--- config.mk ---
export PLATFORM = sky130hd
export DESIGN_NAME = s2p_frame_deser
export DESIGN_NICKNAME = d
export VERILOG_FILES = /design/src/rtl/s2p_pkg.sv /design/src/rtl/s2p_word_reg.sv /design/src/rtl/s2p_frame_deser.sv
export SDC_FILE = /design/constraint.sdc
export NUM_CORES = 1
export LEC_CHECK = 0
export BUFFER_PORTS_ARGS = -buffer_cell sky130_fd_sc_hd__buf_2
export CAP_MARGIN = 20
export CELL_PAD_IN_SITES_DETAIL_PLACEMENT = 0
export CELL_PAD_IN_SITES_GLOBAL_PLACEMENT = 1
export CORE_ASPECT_RATIO = 0.6
export CORE_UTILIZATION = 40
export CTS_CLUSTER_SIZE = 16
export DETAILED_ROUTE_END_ITERATION = 7
export PLACE_DENSITY_LB_ADDON = 0.2
export SYNTH_ARGS = -nofsm -noshare
export SYNTH_HDL_FRONTEND = slang
export SYNTH_SLANG_ARGS = --single-unit
--- constraint.sdc ---
create_clock -name clk -period 8.47 [get_ports clk]
set_input_delay 1.2705 -clock clk [delete_from_list [all_inputs] [get_ports clk]]
set_output_delay 1.2705 -clock clk [all_outputs]
set_load 0.01 [all_outputs]
--- src/rtl/s2p_pkg.sv ---
// Shared constants for the serial-to-parallel frame deserialiser.
package s2p_pkg;

    localparam logic MSB_FIRST = 1'b1;
    localparam logic LSB_FIRST = 1'b0;
    localparam int   FCNT_W    = 16;

endpackage

--- src/rtl/s2p_word_reg.sv ---
// One word of storage: clock enable, synchronous clear, asynchronous reset.
module s2p_word_reg #(
    parameter int WIDTH = 16
) (
    input  logic             clk,
    input  logic             rst,
    input  logic             en,
    input  logic             clr,
    input  logic [WIDTH-1:0] d,
    output logic [WIDTH-1:0] q
);

    // Clear wins over load so a flush can never be overridden by a stray enable.
    always_ff @(posedge clk or posedge rst) begin
        if (rst) begin
            q <= '0;
        end else if (clr) begin
            q <= '0;
        end else if (en) begin
            q <= d;
        end else begin
            q <= q;
        end
    end

endmodule

--- src/rtl/s2p_frame_deser.sv ---
// Collects DEPTH words from a valid/ready stream into one registered, handshaked frame.
module s2p_frame_deser
    import s2p_pkg::*;
#(
    parameter  int WIDTH = 16,
    parameter  int DEPTH = 8,
    localparam int CNT_W = $clog2(DEPTH + 1)
) (
    input  logic                   clk,
    input  logic                   rst,
    input  logic [WIDTH-1:0]       in_data,
    input  logic                   in_valid,
    output logic                   in_ready,
    input  logic                   flush,
    input  logic                   msb_first,
    output logic [DEPTH*WIDTH-1:0] out_data,
    output logic                   out_valid,
    input  logic                   out_ready,
    output logic [CNT_W-1:0]       fill,
    output logic [FCNT_W-1:0]      frame_cnt
);

    localparam logic [CNT_W-1:0] LAST = CNT_W'(DEPTH - 1);

    logic             accept;
    logic             complete;
    logic [WIDTH-1:0] shift_q [DEPTH-1];
    logic [WIDTH-1:0] arrival [DEPTH];
    logic [WIDTH-1:0] slot_d  [DEPTH];
    logic [WIDTH-1:0] slot_q  [DEPTH];

    // Only the completing word waits on the consumer; partial words keep flowing.
    assign in_ready = ~rst & ~flush & ((fill != LAST) | ~out_valid | out_ready);
    assign accept   = in_valid & in_ready;
    assign complete = accept & (fill == LAST);

    // shift_q[0] is the newest held word, shift_q[DEPTH-2] the oldest.
    for (genvar k = 0; k < DEPTH - 1; k++) begin : g_shift
        if (k == 0) begin : g_head
            s2p_word_reg #(.WIDTH(WIDTH)) u_reg (
                .clk (clk),
                .rst (rst),
                .en  (accept & ~complete),
                .clr (flush),
                .d   (in_data),
                .q   (shift_q[k])
            );
        end else begin : g_tail
            s2p_word_reg #(.WIDTH(WIDTH)) u_reg (
                .clk (clk),
                .rst (rst),
                .en  (accept & ~complete),
                .clr (flush),
                .d   (shift_q[k-1]),
                .q   (shift_q[k])
            );
        end
    end

    // arrival[i] is the i-th word of the frame in stream order; the live word is last.
    assign arrival[DEPTH-1] = in_data;
    for (genvar i = 0; i < DEPTH - 1; i++) begin : g_arrival
        assign arrival[i] = shift_q[DEPTH-2-i];
    end

    // Order mux: map stream order onto output slots.
    always_comb begin
        for (int j = 0; j < DEPTH; j++) begin
            slot_d[j] = '0;
            case (msb_first)
                MSB_FIRST: slot_d[j] = arrival[DEPTH-1-j];
                LSB_FIRST: slot_d[j] = arrival[j];
                default:   slot_d[j] = '0;
            endcase
        end
    end

    for (genvar j = 0; j < DEPTH; j++) begin : g_out
        s2p_word_reg #(.WIDTH(WIDTH)) u_reg (
            .clk (clk),
            .rst (rst),
            .en  (complete),
            .clr (1'b0),
            .d   (slot_d[j]),
            .q   (slot_q[j])
        );
    end

    // Pack the output slot registers onto the frame bus.
    always_comb begin
        out_data = '0;
        for (int j = 0; j < DEPTH; j++) begin
            out_data[j*WIDTH +: WIDTH] = slot_q[j];
        end
    end

    // Fill level, output valid and delivered-frame count.
    always_ff @(posedge clk or posedge rst) begin
        if (rst) begin
            fill      <= '0;
            out_valid <= 1'b0;
            frame_cnt <= '0;
        end else begin
            if (flush || complete) begin
                fill <= '0;
            end else if (accept) begin
                fill <= fill + CNT_W'(1);
            end else begin
                fill <= fill;
            end

            if (complete) begin
                out_valid <= 1'b1;
                frame_cnt <= frame_cnt + FCNT_W'(1);
            end else if (out_ready) begin
                out_valid <= 1'b0;
                frame_cnt <= frame_cnt;
            end else begin
                out_valid <= out_valid;
                frame_cnt <= frame_cnt;
            end
        end
    end

endmodule

==> Implementation_results.wiki <==
{| class="wikitable"
! Metric !! Value
|-
| Critical path buffers and inverters || 2
|-
| Count of flip-flops with a built-in enable after synthesis || 0
|-
| Count of unresolved DRC violations after routing || 0
|-
| Maximum number of buffers from clock root to sink || 3
|-
| Setup skew after layout || 0.00992 ns
|-
| Hold-fix buffers at CTS || 0
|-
| Number of max-cap violations || 0
|-
| Hold Violations, Final || 0
|-
| Number of standard cells after synthesis || 1,140
|-
| I/O Buffers || 171
|-
| Total of warnings raised by yosys || 0
|-
| Setup repair after global routing missed its margin || false
|-
| Maximum ir drop on the vdd rail || 0.111 mV
|-
| Post-layout instance count excluding filler cells || 1,652
|-
| Drt wl/cell || 17.7 um
|-
| Least-Margin Pin Slew || 1.14 ns
|-
| Wire length of the first global-routing pass || 46.6 mm
|-
| Number of detailed-route iterations in the first pass || 4
|-
| Synthesis-stage register bit count || 261
|-
| Syn-to-layout area delta || 17.4%
|-
| Placed wire-length estimate || 19.1 mm
|-
| Global route total overflow || 0
|-
| Worst setup timing slack at the placement stage || 4.58 ns
|-
| Fraction of power spent switching nets || 22.2%
|-
| Placeable core region || 27,600 sq um
|-
| Standard-cell row count || 47
|-
| Placer congestion estimate || 0.785
|-
| Maximum clock frequency || 300 MHz
|-
| Path type of the worst min-delay path || reg -> reg
|-
| CP cell instances || buf_2 -> nand2b_1 -> nor2_1 -> nor3_1 -> buf_2
|-
| Clock network fraction of total power || 48.0%
|-
| Reg power frac || 48.1%
|-
| Number of gates resized after CTS || 0
|-
| Initial detailed-routing violation count || 594
|-
| Total CTS buffers || 26
|-
| Kind of start point of the critical path || input pin
|-
| Commonest non-fill, non-tap cells in the layout || 360 x nand2_1, 261 x dfrtp_1, 169 x buf_2, 128 x mux2i_1, 116 x a21oi_1
|-
| Final Power || 0.00261 W
|-
| Headroom to the max-slew limit || 24.3%
|-
| Number of distinct library cell variants in the gate-level netlist after synthesis || 31
|-
| Clock slew at reported path FFs || 0.06 ns
|-
| Share of synthesized registers carrying an async set or reset || 100%
|-
| Routed WL || 29.3 mm
|-
| Vias || 8,425
|-
| Buffer count from post-CTS setup fixing || 0
|-
| Gate power share || 3.9%
|-
| Path type of the worst setup path || in -> out
|-
| Internal power component || 0.00203 W
|-
| Power dissipated by switching net loads || 0.000578 W
|-
| Routed Antenna Nets || 0
|-
| Power density relative to cell area || 198 nW/um^2
|-
| Most frequent standard cell in the layout excluding fill and tap cells || nand2_1
|-
| Die Area || 28,800 sq um
|-
| Clock Sink Count || 261
|-
| Leakage power total || 6.34 nW
|-
| Die Span Y || 132 um
|-
| Post-Synthesis Net Count || 1,164
|-
| Final number of max-transition violations || 0
|-
| Final worst slack || 5.14 ns
|-
| H-tree level count || 1
|-
| Number of antenna repair diodes || 0
|-
| Cell at the root of the clock tree || clkbuf_16
|-
| CTS tree || done
|-
| Part of the cycle the worst path needs || 39.3%
|-
| CP max stage delay || 0.26 ns
|-
| Avg Cell Area, Syn || 9.85 sq um
|-
| Nature of the critical path endpoint || primary output
|-
| Run status || complete, no violations
|-
| Synthesized cell area || 11,200 sq um
|-
| Io pins || 172
|-
| Effective utilization at floorplan || 40.7%
|-
| Total setup violations reported at the end of the flow || 0
|-
| Vias in the first global route || 8,015
|-
| Clock network latency to the later pin of the worst-skew pair || 0.54 ns
|-
| Via/cell ratio || 5.10
|-
| Crit path arrival time || 2.06 ns
|-
| Portion of the post-synthesis area used by sequential elements || 58.2%
|-
| Critical-path top delay cell || nor2_1
|-
| Crit path time final || 3.33 ns
|-
| Total Negative Setup Slacks || 0 ns
|-
| Placed instance count || 1,604
|-
| Overall global routing resource usage || 20.5%
|-
| Most common cell type on the critical path || buf_2
|-
| Main synth FF type || dfrtp_1
|-
| Overall die width || 218 um
|-
| Number of antenna violations at the first check in global routing || 0
|-
| Final core occ || 47.8%
|-
| Nets || 1,289
|-
| Largest net degree at the start of global routing || 120
|-
| Family with the most delay on the worst path || simple AND/OR/NAND/NOR gates
|-
| Maximum fanout count along the critical path || 4
|-
| Required time at the worst-slack endpoint || 7.20 ns
|-
| Share of layout cells above drive strength 1 || 17.6%
|}
power by group through the flow:
stage / clock network, W / registers, W / logic, W
after global placement: 0 / 0.00128 / 0.000104
after global routing: 0.00132 / 0.00125 / 0.000113
after floorplan: 0 / 0.00128 / 0.0000735
after CTS: 0.00128 / 0.00125 / 0.000104
final: 0.00125 / 0.00125 / 0.000101
after detailed placement: 0 / 0.00128 / 0.000105
worst reg2reg max path: stages (launching register included):
cell     delay [ns]
dfrtp_1        0.39
ha_1           0.24
and3b_2        0.28
nand4_4        0.70
buf_4          0.72
nor3_2         0.31
xor2_1         0.15
flip-flops by register name, summed over array words and instances (netlist names):
register / cells
frame_cnt: 16
g_shift.g_head.u_reg.q: 16
fill: 4
out_valid: 1
g_out.u_reg.q: 128
g_shift.g_tail.u_reg.q: 96
stage by stage:
stage	instance area (sq um)	hold WS (ns)
2_1_floorplan	11200	0.507
3_3_place_gp	12300	0.457
3_5_place_dp	12300	0.465
4_1_cts	13200	0.479
5_1_grt	13200	0.492
6_report	13200	0.471
Yosys cell counts, types with 3 or more instances:
cell,instances,share of area (%)
and4_1,3,0.23
o21ai_0,102,4.5
nand3_1,12,0.53
nand2_1,360,12
nor3_1,3,0.13
clkbuf_1,35,1.2
buf_2,44,2.0
and3_1,4,0.22
nor2_1,3,0.10
dfrtp_1,261,58
nand4_1,6,0.33
a21oi_1,116,5.2
mux2i_1,128,11
o21ai_1,29,1.3
xnor2_1,14,1.1
worst paths after layout:
check / slack (ns) / start / cells after the start / to
max in group asynchronous: 6.06 / rst / 3 / g_shift[4].g_tail.u_reg.q[14]
worst min register to register: 0.47 / g_out[4].u_reg.q[8] / 2 / g_out[4].u_reg.q[8]
worst max-delay path: 5.14 / out_ready / 5 / in_ready
worst max register to register: 5.60 / fill[0] / 6 / frame_cnt[8]
min in group asynchronous: 0.88 / rst / 2 / fill[2]
worst min-delay path: 0.47 / g_out[4].u_reg.q[8] / 2 / g_out[4].u_reg.q[8]
routing by layer:
layer	GRT usage (%)	wire length, um
met4	3.11	297
met2	29.9	12600
met1	31.7	14800
met3	4.57	1560
met5	0	0
kinds of logic (layout without fill, tap and decap cells):
logic type / count (synthesis) / count (layout) / share of synthesized area (%)
multiplexers: 128 / 128 / 11.4
AO/OA/AOI/OAI: 247 / 247 / 11.0
buffers and inverters: 84 / 229 / 3.47
AND/OR/NAND/NOR: 403 / 403 / 14.6
adder cells (fa/ha/maj): 2 / 2 / 0.223
XOR/XNOR: 15 / 15 / 1.17
flip-flops: 261 / 261 / 58.2
final cells by class:
| type | count | area (sq um) |
|---|---|---|
| Fill cell | 2639 | 14400 |
| Sequential cell | 261 | 6530 |
| Multi-Input combinational cell | 795 | 4330 |
| Timing Repair Buffer | 180 | 932 |
| Clock buffer | 40 | 774 |
| Tap cell | 367 | 459 |
| Clock inverter | 8 | 144 |
| Inverter | 1 | 11.3 |
Power figures use the tool's default switching activity.
